==> config.mk <==
export PLATFORM = sky130hd
export DESIGN_NAME = fft_stream_ctrl
export DESIGN_NICKNAME = d
export VERILOG_FILES = /design/src/rtl/fft_ctrl_pkg.sv /design/src/rtl/fft_tag_fifo.sv /design/src/rtl/fft_stream_ctrl.sv
export SDC_FILE = /design/constraint.sdc
export NUM_CORES = 1
export LEC_CHECK = 0
export BUFFER_PORTS_ARGS = -buffer_cell sky130_fd_sc_hd__buf_2
export CAP_MARGIN = 10
export CORE_MARGIN = 1
export CORE_UTILIZATION = 50
export DETAILED_ROUTE_END_ITERATION = 10
export GPL_TIMING_DRIVEN = 0
export PLACE_DENSITY_LB_ADDON = 0.15
export SETUP_SLACK_MARGIN = 0.15
export SLEW_MARGIN = 20
export SYNTH_ARGS = -nofsm -noshare
export SYNTH_HDL_FRONTEND = slang
export SYNTH_SLANG_ARGS = --single-unit
==> constraint.sdc <==
create_clock -name i_clk -period 6.6 [get_ports i_clk]
set_input_delay 0.33 -clock i_clk [delete_from_list [all_inputs] [get_ports i_clk]]
set_output_delay 0.33 -clock i_clk [all_outputs]
set_load 0.03 [all_outputs]
==> src/rtl/fft_ctrl_pkg.sv <==
// Shared defaults and state encoding for the FFT streaming sequencer.
package fft_ctrl_pkg;

    localparam int unsigned LGSIZE_DEF   = 10;
    localparam int unsigned IW_DEF       = 16;
    localparam int unsigned OW_DEF       = 16;
    localparam int unsigned TAGDEPTH_DEF = 4;

    typedef enum logic [1:0] {
        ST_RUN   = 2'd0,
        ST_PAD   = 2'd1,
        ST_DRAIN = 2'd2
    } state_t;

endpackage

==> src/rtl/fft_tag_fifo.sv <==
// One-bit frame-tag FIFO: records whether each frame in the FFT pipeline carries real data.
module fft_tag_fifo
    import fft_ctrl_pkg::*;
#(
    parameter int unsigned DEPTH = TAGDEPTH_DEF
) (
    input  logic i_clk,
    input  logic i_reset,
    input  logic push,
    input  logic pop,
    input  logic din,
    output logic full,
    output logic empty,
    output logic head
);

    localparam int unsigned AW = $clog2(DEPTH);

    logic [DEPTH-1:0] mem;
    logic [AW:0]      wr_ptr;
    logic [AW:0]      rd_ptr;
    logic             do_push;
    logic             do_pop;

    // Status flags; an empty FIFO presents a padding tag.
    always_comb begin
        empty   = (wr_ptr == rd_ptr);
        full    = (wr_ptr[AW] != rd_ptr[AW]) && (wr_ptr[AW-1:0] == rd_ptr[AW-1:0]);
        head    = !empty && mem[rd_ptr[AW-1:0]];
        do_pop  = pop && !empty;
        do_push = push && (!full || do_pop);
    end

    // Pointer update.
    always_ff @(posedge i_clk) begin
        if (i_reset) begin
            wr_ptr <= '0;
            rd_ptr <= '0;
        end else begin
            if (do_push) wr_ptr <= wr_ptr + (AW+1)'(1);
            if (do_pop)  rd_ptr <= rd_ptr + (AW+1)'(1);
        end
    end

    // Tag storage.
    always_ff @(posedge i_clk) begin
        if (do_push) mem[wr_ptr[AW-1:0]] <= din;
    end

endmodule

==> src/rtl/fft_stream_ctrl.sv <==
// Valid/ready sequencer around a pipelined FFT: gates the FFT clock enable,
// frames results with first/last markers and flushes partial frames.
module fft_stream_ctrl
    import fft_ctrl_pkg::*;
#(
    parameter int unsigned LGSIZE   = LGSIZE_DEF,
    parameter int unsigned IW       = IW_DEF,
    parameter int unsigned OW       = OW_DEF,
    parameter int unsigned TAGDEPTH = TAGDEPTH_DEF
) (
    input  logic              i_clk,
    input  logic              i_reset,
    input  logic              s_valid,
    output logic              s_ready,
    input  logic [2*IW-1:0]   s_data,
    input  logic              i_flush,
    output logic              m_valid,
    input  logic              m_ready,
    output logic [2*OW-1:0]   m_data,
    output logic              m_first,
    output logic              m_last,
    output logic              o_busy,
    output logic              o_fft_ce,
    output logic [2*IW-1:0]   o_fft_sample,
    input  logic [2*OW-1:0]   i_fft_result,
    input  logic              i_fft_sync
);

    localparam int unsigned RCW = $clog2(TAGDEPTH + 1);

    state_t            state;
    state_t            state_nxt;
    logic [LGSIZE-1:0] in_cnt;
    logic [LGSIZE-1:0] in_cnt_nxt;
    logic [LGSIZE-1:0] out_cnt;
    logic [RCW-1:0]    real_cnt;
    logic [RCW-1:0]    real_cnt_nxt;
    logic              fresh;
    logic              primed;
    logic              has_real;

    logic src_ok;
    logic drain_done;
    logic primed_eff;
    logic consume;
    logic out_room;
    logic in_wrap;
    logic tag_push;
    logic tag_pop;
    logic tag_din;
    logic tag_full;
    logic tag_empty;
    logic tag_head;

    fft_tag_fifo #(.DEPTH(TAGDEPTH)) u_tags (
        .i_clk   (i_clk),
        .i_reset (i_reset),
        .push    (tag_push),
        .pop     (tag_pop),
        .din     (tag_din),
        .full    (tag_full),
        .empty   (tag_empty),
        .head    (tag_head)
    );

    // Enable gating, output handshake and tag bookkeeping.
    always_comb begin
        // Hold the enable once the drain is complete so the next frame starts clean.
        drain_done   = (state == ST_DRAIN) && (real_cnt == '0) && (in_cnt == '0);
        src_ok       = (state == ST_RUN) ? s_valid : !drain_done;
        primed_eff   = primed || i_fft_sync;
        consume      = fresh && primed_eff && (m_ready || !tag_head);
        out_room     = !fresh || !primed_eff || consume;
        o_fft_ce     = !i_reset && src_ok && out_room && !((in_cnt == '1) && tag_full);
        s_ready      = o_fft_ce && (state == ST_RUN);
        o_fft_sample = (state == ST_RUN) ? s_data : '0;
        in_wrap      = o_fft_ce && (in_cnt == '1);
        in_cnt_nxt   = o_fft_ce ? in_cnt + LGSIZE'(1) : in_cnt;
        tag_push     = in_wrap;
        tag_din      = has_real || (state == ST_RUN);
        tag_pop      = consume && (out_cnt == '1);
        real_cnt_nxt = real_cnt;
        if (tag_push && tag_din)            real_cnt_nxt = real_cnt_nxt + RCW'(1);
        if (tag_pop && !tag_empty && tag_head) real_cnt_nxt = real_cnt_nxt - RCW'(1);
        m_valid      = !i_reset && fresh && primed_eff && tag_head;
        m_first      = m_valid && (out_cnt == '0);
        m_last       = m_valid && (out_cnt == '1);
        m_data       = i_fft_result;
        o_busy       = !i_reset && (state != ST_RUN);
    end

    // Next-state logic for the flush sequence.
    always_comb begin
        state_nxt = state;
        case (state)
            ST_RUN: begin
                if (i_flush) begin
                    if (in_cnt_nxt != '0)        state_nxt = ST_PAD;
                    else if (real_cnt_nxt != '0) state_nxt = ST_DRAIN;
                end
            end
            ST_PAD:   if (in_wrap)    state_nxt = ST_DRAIN;
            ST_DRAIN: if (drain_done) state_nxt = ST_RUN;
            default:                  state_nxt = ST_RUN;
        endcase
    end

    // State register.
    always_ff @(posedge i_clk) begin
        if (i_reset) state <= ST_RUN;
        else         state <= state_nxt;
    end

    // Input/output counters and output tracking flags.
    always_ff @(posedge i_clk) begin
        if (i_reset) begin
            in_cnt   <= '0;
            out_cnt  <= '0;
            real_cnt <= '0;
            fresh    <= 1'b0;
            primed   <= 1'b0;
            has_real <= 1'b0;
        end else begin
            in_cnt   <= in_cnt_nxt;
            real_cnt <= real_cnt_nxt;
            if (consume)                         out_cnt <= out_cnt + LGSIZE'(1);
            if (fresh && i_fft_sync)             primed  <= 1'b1;
            if (in_wrap)                         has_real <= 1'b0;
            else if (o_fft_ce && state == ST_RUN) has_real <= 1'b1;
            if (o_fft_ce)     fresh <= 1'b1;
            else if (consume) fresh <= 1'b0;
        end
    end

endmodule

==> flow_summary.yaml, run 1 <==
worst_setup_path:
  cp_max_fo: 5
  crit_end: "state[1]"
  worstPathArrival_ns: 3.40
  startpoint: "u_tags.rd_ptr[0]"
  critPathLaunchType: "flop"
  r2r_setup_slack_ns: 3.38
  crit_required_ns: 6.78
  r2r_cells: 12
  worstSetupPathType: "reg -> reg"
  r2r-end: "state[1]"
  worstReg2RegStart: "u_tags.rd_ptr[0]"
  crit_path_end_kind: "flop"
routing:
  wl_mm: 6.91
  num_vias: 2739
  detail_route.vias_per_cell: 5.16
  ant_nets: 0
  post-route-drc-count: 0
  firstDrtPassIters: 4
  wl_per_cell_um: 13.0
  dr.first_iter.drc_count: 120
global_route:
  grt_overflow: 0
  grt_antenna_before_repair: 0
  grt_pass1_wl_mm: 11.2
  grt_pass1_vias: 2438
  grt_max_degree: 12
  grt.total_usage_pct: 23.1
final_layout:
  n_antenna_cell: 0
  synthToLayoutAreaGrowth_pct: 25.1
  mostFrequentLayoutCell: "buf_2"
  utilization_pct: 64.5
  instances_no_fill: 531
  mostFrequentLayoutCells: "108 x buf_2, 46 x nor2_1, 39 x and2_1, 34 x dfxtp_1, 33 x buf_4"
  drive_gt1_share_pct: 37.0
  nets: 541
  fillers: 497
logic_synthesis:
  yosys_warnings: 0
  ys_seq_area_share_pct: 28.2
  synthCells: 345
  syn_nets: 427
  synth_enable_flop_cells: 4
  synthesis.area_um2: 2840
  yosys_register_bits: 38
  ys_types: 56
  async_flop_share_pct: 0
  synth_flop_cell: "dfxtp_1"
  syn_avg_cell_area_um2: 8.23
timing:
  min_period_ns: 3.22
  finClkSkew_ns: 0.0107
  slew_viol_final: 0
  relSlewSlack_pct: 58.9
  setup_viol: 0
  timing.fmax_mhz: 311
  holdWs_ns: 0.359
  hold_viol: 0
  finalCritPeriodShare_pct: 48.7
  worstMarginPinSlew_ns: 0.614
  grt_setup_unrepaired: "false"
  setup_tns_ns: 0
floorplan:
  dieArea_um2: 5990
  rows: 27
  die_x_um: 77.4
  coreArea_um2: 5510
  die_h_um: 77.4
  start_util_pct: 51.6
  ioPinCount: 140
job:
  max_cap_violations: 0
clock_network:
  htree_num_levels: 2
  clock_path_buffers: 2
  clock_latency_ns: 0.29
  cts_num_sinks: 38
  cts_tree: "yes"
  root_buffer: "clkbuf_8"
  cts_resized: 0
  clk_pin_slew_ns: 0.08
  cts.hold.buffers_added: 0
  cts_setup_buffers: 0
  numCtsBuffers: 5
status:
  status: "completed"
power_and_ir_drop:
  p_total_mw: 0.660
  power.density_nw_per_um2: 186
  ir_drop_uv: 112
  leakage_nw: 1.61
placement:
  gp_congestion: 0.843
  dp_hpwl_mm: 5.39
  dpl.cell_count: 524
  portBuffers: 107
hold_path:
  hold_class: "in -> reg"
==> synthesized netlist by cell type, drive strengths merged (4+ instances only) <==
cell type / number / share of area, %
a211oi: 4 / 1.2
a21oi: 8 / 1.4
and2: 40 / 8.9
and3: 8 / 1.8
buf: 35 / 9.3
clkbuf: 11 / 2.5
dfxtp: 34 / 24
edfxtp: 4 / 4.2
ha: 12 / 5.3
inv: 13 / 1.7
nand2: 15 / 2.0
nand3: 11 / 2.4
nand4: 10 / 2.2
nor2: 46 / 6.1
nor3: 10 / 1.8
nor4: 5 / 1.1
o21ai: 7 / 1.2
or3: 6 / 1.6
xnor2: 13 / 4.0
xor2: 14 / 4.3
==> layout make-up <==
| cell class | instances | area, um2 | area share [%] |
|---|---|---|---|
| Buffer | 46 | 335 | 9.44 |
| Clock buffer | 7 | 86.3 | 2.43 |
| Inverter | 13 | 48.8 | 1.37 |
| Multi-Input combinational cell | 248 | 1660 | 46.6 |
| Sequential cell | 38 | 801 | 22.5 |
| Tap cell | 72 | 90.1 | 2.54 |
| Timing Repair Buffer | 107 | 536 | 15.1 |
==> per-layer routing <==
layer	global-route usage (%)	up-vias	wire length, um
met1	30.5	1292	3160
met3	4.12	9	280
met4	6.60	0	72
met2	38.6	61	3400
li1	-	1377	-
met5	0	-	0
==> worst max-delay path, cell delays in order, from the launching register on <==
cell	delay, ns
dfxtp_1	0.43
mux4_2	0.58
o2111ai_1	0.14
nand3_1	0.15
nor2_1	0.26
mux2i_1	0.28
ha_1	0.16
inv_1	0.03
nor3_1	0.32
o21ai_0	0.17
o311a_2	0.16
o311ai_0	0.34
o21ai_1	0.08
==> kinds of logic (layout without fill, tap and decap cells) <==
| kind of cell | Yosys count | in the layout | share of synthesized area, % |
|---|---|---|---|
| AOI/OAI and AO/OA | 39 | 39 | 11.0 |
| buffers and inverters | 59 | 173 | 13.5 |
| and+or+nand+nor | 167 | 167 | 32.2 |
| DFF | 38 | 38 | 28.2 |
| muxes | 3 | 3 | 1.50 |
| xor gates and xnor gates | 27 | 27 | 8.33 |
| adders and majority gates | 12 | 12 | 5.29 |
==> worst min-delay path by stage <==
stage                from  endpoint  cells past startpoint
5_1_grt        i_fft_sync    primed                      3
6_report       i_fft_sync    primed                      3
3_5_place_dp     has_real  has_real                      2
4_1_cts        i_fft_sync    primed                      3
3_3_place_gp       primed    primed                      2
2_1_floorplan      primed    primed                      2
==> stage by stage <==
step	setup WS, ns	cell area [um2]
finish	3.38	3550
global route	2.98	3550
CTS	3.36	3550
detailed placement	3.37	3470
global placement	3.40	3470
floorplan	3.71	2840
==> state kept, by name (all words and copies together) (netlist names) <==
name           cells
fresh              1
has_real           1
in_cnt            10
out_cnt           10
primed             1
real_cnt           3
state              2
u_tags.mem         4
u_tags.rd_ptr      3
u_tags.wr_ptr      3
==> report_power, final <==
| part | leakage [nW] | internal, mW | switching, mW |
|---|---|---|---|
| Combinational | 1.25 | 0.0872 | 0.164 |
| Sequential | 0.310 | 0.240 | 0.00507 |
| Clock | 0.0443 | 0.0830 | 0.0807 |
Note: power is estimated with default switching activity, not from simulation.
==> run 2: changes to the inputs <==
- ABC_AREA: unset -> 1
- CORE_UTILIZATION: 50 -> 42
- clock period: 6.6 -> 2.8 ns (I/O delays scaled with it)
==> flow_summary.yaml, run 2 <==
final_layout:
  multi_input_area_um2: 1560
  mostFrequentLayoutCell: "buf_2"
  nets: 669
  instances_no_fill: 665
  ff_latch_area_um2: 811
  synthToLayoutAreaGrowth_pct: 35.3
  n_antenna_cell: 0
  mostFrequentLayoutCells: "107 x buf_2, 80 x inv_1, 74 x nand2_1, 71 x nor2_1, 56 x buf_4"
  fillers: 615
  drive_gt1_share_pct: 39.1
clock_network:
  clk_pin_slew_ns: 0.08
  numCtsBuffers: 5
  cts_tree: "yes"
  clock_path_buffers: 2
  clock_latency_ns: 0.30
  root_buffer: "clkbuf_8"
  htree_num_levels: 2
  cts_num_sinks: 38
  cts.hold.buffers_added: 0
floorplan:
  die_x_um: 85.1
  die_h_um: 85.1
  rows: 29
  start_util_pct: 44.7
  coreArea_um2: 6490
  dieArea_um2: 7240
  ioPinCount: 140
power_and_ir_drop:
  power.density_nw_per_um2: 634
  leakage_nw: 2.14
  p_comb_share_pct: 54.9
  p_total_mw: 2.49
  p_clk_share_pct: 19.9
  power.internal_mw: 1.32
  pwr-share-seq_pct: 25.2
  p_switching_mw: 1.17
  ir_drop_uv: 522
  swShare_pct: 47.1
global_route:
  grt_pass1_vias: 2751
  grt_antenna_before_repair: 0
  grt_overflow: 0
  grt_pass1_wl_mm: 11.9
  grt.total_usage_pct: 20.3
  grt_max_degree: 13
worst_setup_path:
  critPathLaunchType: "flop"
  worstSetupPathType: "reg -> reg"
  crit_required_ns: 2.99
  cp_max_fo: 9
  crit_path_end_kind: "flop"
  worstPathArrival_ns: 2.90
logic_synthesis:
  synth_top_area_share_pct: 23.5
  yosys.area.top_type: "dfxtp_1"
  synthesis.area_um2: 2900
  ys_top_cells_by_area: "dfxtp_1 23%, inv_1 11%, nand2_1 10%, nor2_1 9.6%, buf_4 8.3%"
  yosys-top-cells-count: "84 x inv_1, 79 x nand2_1, 74 x nor2_1"
  yosysMostFrequentCell: "inv_1"
  synth_flop_cell: "dfxtp_1"
  syn_nets: 532
  syn_avg_cell_area_um2: 6.45
  yosys_register_bits: 38
  ys_types: 34
  ys_seq_area_share_pct: 27.6
  synth_enable_flop_cells: 4
  async_flop_share_pct: 0
  synthCells: 450
  yosys_warnings: 0
timing:
  setup_viol: 0
  fin_ws_ns: 0.0887
  timing.fmax_mhz: 369
  relSlewSlack_pct: 66.4
  finalCritPeriodShare_pct: 96.8
  hold_viol: 0
  setup_tns_ns: 0
  finClkSkew_ns: 0.0116
  slew_viol_final: 0
  holdWs_ns: 0.117
  worstMarginPinSlew_ns: 0.504
  grt_setup_unrepaired: "true"
  min_period_ns: 2.71
placement:
  dp_slack_ns: -0.0982
  dpl.cell_count: 634
  gp_congestion: 0.851
  dp_hpwl_mm: 5.60
  portBuffers: 107
status:
  status: "completed"
hold_path:
  hold_class: "in -> reg"
routing:
  dr.first_iter.drc_count: 113
  ant_nets: 0
  wl_mm: 7.76
  firstDrtPassIters: 4
  detail_route.vias_per_cell: 4.61
  post-route-drc-count: 0
  wl_per_cell_um: 11.7
  num_vias: 3064
job:
  max_cap_violations: 0
-- run 2: worst max-delay path, cell delays in order, from the launching register on --
cell and delay [ns]:
dfxtp_1 0.49, nor2_2 0.14, inv_4 0.12, nor2_2 0.06
nor2_4 0.07, nand2_2 0.09, nor2_8 0.14, nand4_1 0.17
nand2_1 0.15, and2_4 0.16, ha_4 0.12, inv_2 0.04
nor2_4 0.09, nand4_1 0.08, nand2_1 0.10, nand2_1 0.07
nand2_2 0.07, nand2_2 0.06, nor2_2 0.14, nand2_2 0.09
a21oi_2 0.11, nor2_1 0.04
-- run 2: metal layers --
layer | vias up | track usage [%] | wire length [um]
li1 | 1618 | - | -
met1 | 1354 | 24.6 | 3390
met2 | 80 | 36.1 | 3940
met3 | 12 | 2.82 | 316
met4 | 0 | 8.63 | 119
met5 | - | 0 | 0
-- run 2: power groups by stage --
stage	registers, mW	logic [mW]	clock network (mW)
6_report	0.627	1.37	0.495
5_1_grt	0.632	1.48	0.525
4_1_cts	0.623	1.33	0.503
3_5_place_dp	0.635	1.25	0
3_3_place_gp	0.634	1.24	0
2_1_floorplan	0.629	0.923	0
-- run 2: what timing repair did --
item,CTS,global route
pin swaps,13,19
endpoints found under the setup margin,1,1
gates resized for setup,11,23
buffers inserted,21,3
-- run 2: cell type report --
| class | count | share of cell area (%) |
|---|---|---|
| multi-input cells | 281 | 39.7 |
| flip-flops and latches | 38 | 20.7 |
| repair buffers | 131 | 18.2 |
| inverters | 91 | 8.76 |
| plain buffers | 39 | 7.20 |
| well taps | 77 | 2.45 |
| clock buffers | 7 | 2.20 |
| clock inverters | 1 | 0.765 |
-- run 2: cell families after synthesis --
| group | share of synthesized area [%] |
|---|---|
| compound gates | 6.30 |
| xor+xnor | 2.11 |
| fa+ha+maj | 5.17 |
| buf+inv | 21.7 |
| flops | 27.6 |
| simple gates | 37.1 |
-- run 2: path summary, 6_finish.rpt --
path | cells after the start | slack [ns] | to | from
max | 21 | 0.09 | state[1] | state[1]
min | 3 | 0.12 | primed | i_fft_sync
max reg2reg | 21 | 0.09 | state[1] | state[1]
min reg2reg | 2 | 0.47 | primed | primed
-- run 2: stage by stage --
stage / instance area, um2 / util, %
floorplan: 2900 / -
finish: 3930 / 60.5
CTS: 3830 / 58.9
global route: 3930 / 60.5
global placement: 3530 / 54.4
detailed placement: 3530 / 54.4
==> run 3: changes to the inputs <==
- MAX_ROUTING_LAYER: unset -> met4
==> flow_summary.yaml, run 3 (synthesized netlist as in run 2, its figures left out) <==
hold_path:
  worstHoldPathCells: 3
  whs_endpoint: "primed"
  hold_path_startpoint: "i_fft_sync"
  hold_class: "in -> reg"
final_layout:
  fillers: 615
  nets: 669
  instances_no_fill: 665
  n_antenna_cell: 0
  multi_input_area_um2: 1560
  synthToLayoutAreaGrowth_pct: 35.3
  mostFrequentLayoutCell: "buf_2"
  utilization_pct: 60.5
  ff_latch_area_um2: 811
  mostFrequentLayoutCells: "107 x buf_2, 80 x inv_1, 74 x nand2_1, 71 x nor2_1, 56 x buf_4"
  drive_gt1_share_pct: 39.1
clock_network:
  cts_num_sinks: 38
  root_buffer: "clkbuf_8"
  htree_num_levels: 2
  cts.hold.buffers_added: 0
  numCtsBuffers: 5
  cts_tree: "yes"
  clock_path_buffers: 2
  clk_pin_slew_ns: 0.08
  clock_latency_ns: 0.30
worst_setup_path:
  r2r_cells: 22
  worst_path_max_delay_cell: "dfxtp_2"
  crit_chain: "inv_2 > ha_4 > inv_2 > nor2_2 > nand2_1 > nor2_1 > nand2_1 > buf_4 > buf_4 > buf_4 > buf_4 > buf_4 > buf_4 > buf_4 > buf_4 > buf_4 > nand3_1 > o21ai_0 > a21oi_2 > nand3_2 > nand2_2 > nor2_1"
  critPathLaunchType: "flop"
  worstSetupPathType: "reg -> reg"
  cp_num_buf_inv: 11
  worstPathArrival_ns: 2.88
  r2r_setup_slack_ns: 0.11
  r2r-end: "state[1]"
  worstReg2RegStart: "real_cnt[0]"
  cp_max_fo: 3
  path_delay_family: "buffers and inverters"
  cpMostUsedCell: "buf_4"
  crit_path_end_kind: "flop"
  slowest_delay_ns: 0.33
  crit_required_ns: 2.99
placement:
  gp_congestion: 0.865
  dp_hpwl_mm: 5.60
  dp_slack_ns: -0.0982
  portBuffers: 107
  dpl.cell_count: 634
timing:
  worstMarginPinSlew_ns: 0.515
  holdWs_ns: 0.119
  timing.fmax_mhz: 372
  finalCritPeriodShare_pct: 96.0
  min_period_ns: 2.69
  hold_viol: 0
  relSlewSlack_pct: 65.6
  setup_tns_ns: 0
  setup_viol: 0
  grt_setup_unrepaired: "true"
  fin_ws_ns: 0.113
  finClkSkew_ns: 0.00983
  slew_viol_final: 0
routing:
  dr.first_iter.drc_count: 117
  wl_mm: 7.77
  detail_route.vias_per_cell: 4.59
  firstDrtPassIters: 4
  post-route-drc-count: 0
  wl_per_cell_um: 11.7
  num_vias: 3052
  ant_nets: 0
power_and_ir_drop:
  ir_drop_uv: 522
  power.density_nw_per_um2: 633
  leakage_nw: 2.14
floorplan:
  coreArea_um2: 6490
  ioPinCount: 140
  dieArea_um2: 7240
  rows: 29
  die_x_um: 85.1
  start_util_pct: 44.7
  die_h_um: 85.1
global_route:
  grt_overflow: 0
  grtUsageMet2_pct: 36.1
  grt.met3_usage_pct: 2.63
  top_usage_layer: "met2"
  grt_pass1_vias: 2752
  grt_pass1_wl_mm: 11.9
  grt_max_degree: 13
  grt.total_usage_pct: 21.0
  grt_use_met1_pct: 24.7
  grt_antenna_before_repair: 0
job:
  max_cap_violations: 0
status:
  status: "completed"
==> run 3: final cells by class <==
type | instances | share of cell area, %
Buffer | 39 | 7.20
Clock buffer | 7 | 2.20
Clock inverter | 1 | 0.765
Inverter | 91 | 8.76
Multi-Input combinational cell | 281 | 39.7
Sequential cell | 38 | 20.7
Tap cell | 77 | 2.45
Timing Repair Buffer | 131 | 18.2
==> run 3: worst max-delay path by stage <==
stage	slack (ns)	cells after the start	from	end
4_1_cts	0.15	24	real_cnt[0]	state[1]
2_1_floorplan	0.29	24	real_cnt[0]	state[1]
6_report	0.11	22	real_cnt[0]	state[1]
3_5_place_dp	-0.1	23	in_cnt[0]	state[1]
5_1_grt	-0.07	22	state[1]	state[1]
3_3_place_gp	-0.07	24	real_cnt[0]	state[1]
==> run 3: per-stage QoR <==
step	cell area, um2	power (mW)
after floorplan	2900	1.55
after global placement	3530	1.88
after detailed placement	3530	1.89
after CTS	3830	2.46
after global routing	3930	2.64
final	3930	2.49
==> run 3: power breakdown <==
part           internal [mW]  leakage (nW)  switching (mW)
Clock                  0.291        0.0585           0.202
Sequential             0.595         0.314          0.0319
Combinational          0.430          1.77           0.938
Total                   1.31          2.14            1.17
==> run 3: repair_timing <==
item	in CTS	in global routing
resized for setup	11	23
pin swaps	13	19
endpoints found under the setup margin	1	1
buffers inserted	21	3
==> run 3: worst register-to-register path: cells and delay by family (launching register included) <==
kind,cells,cell delay (ns)
compound gates,2,0.32
fa+ha+maj,1,0.13
buf+inv,11,1.21
flops,1,0.33
simple gates,8,0.59
==> run 3: metal layers <==
metal	part of all wire, %	up-vias
met5	0	-
met4	1.5	0
met3	4.0	12
met2	51	86
met1	44	1342
li1	-	1612
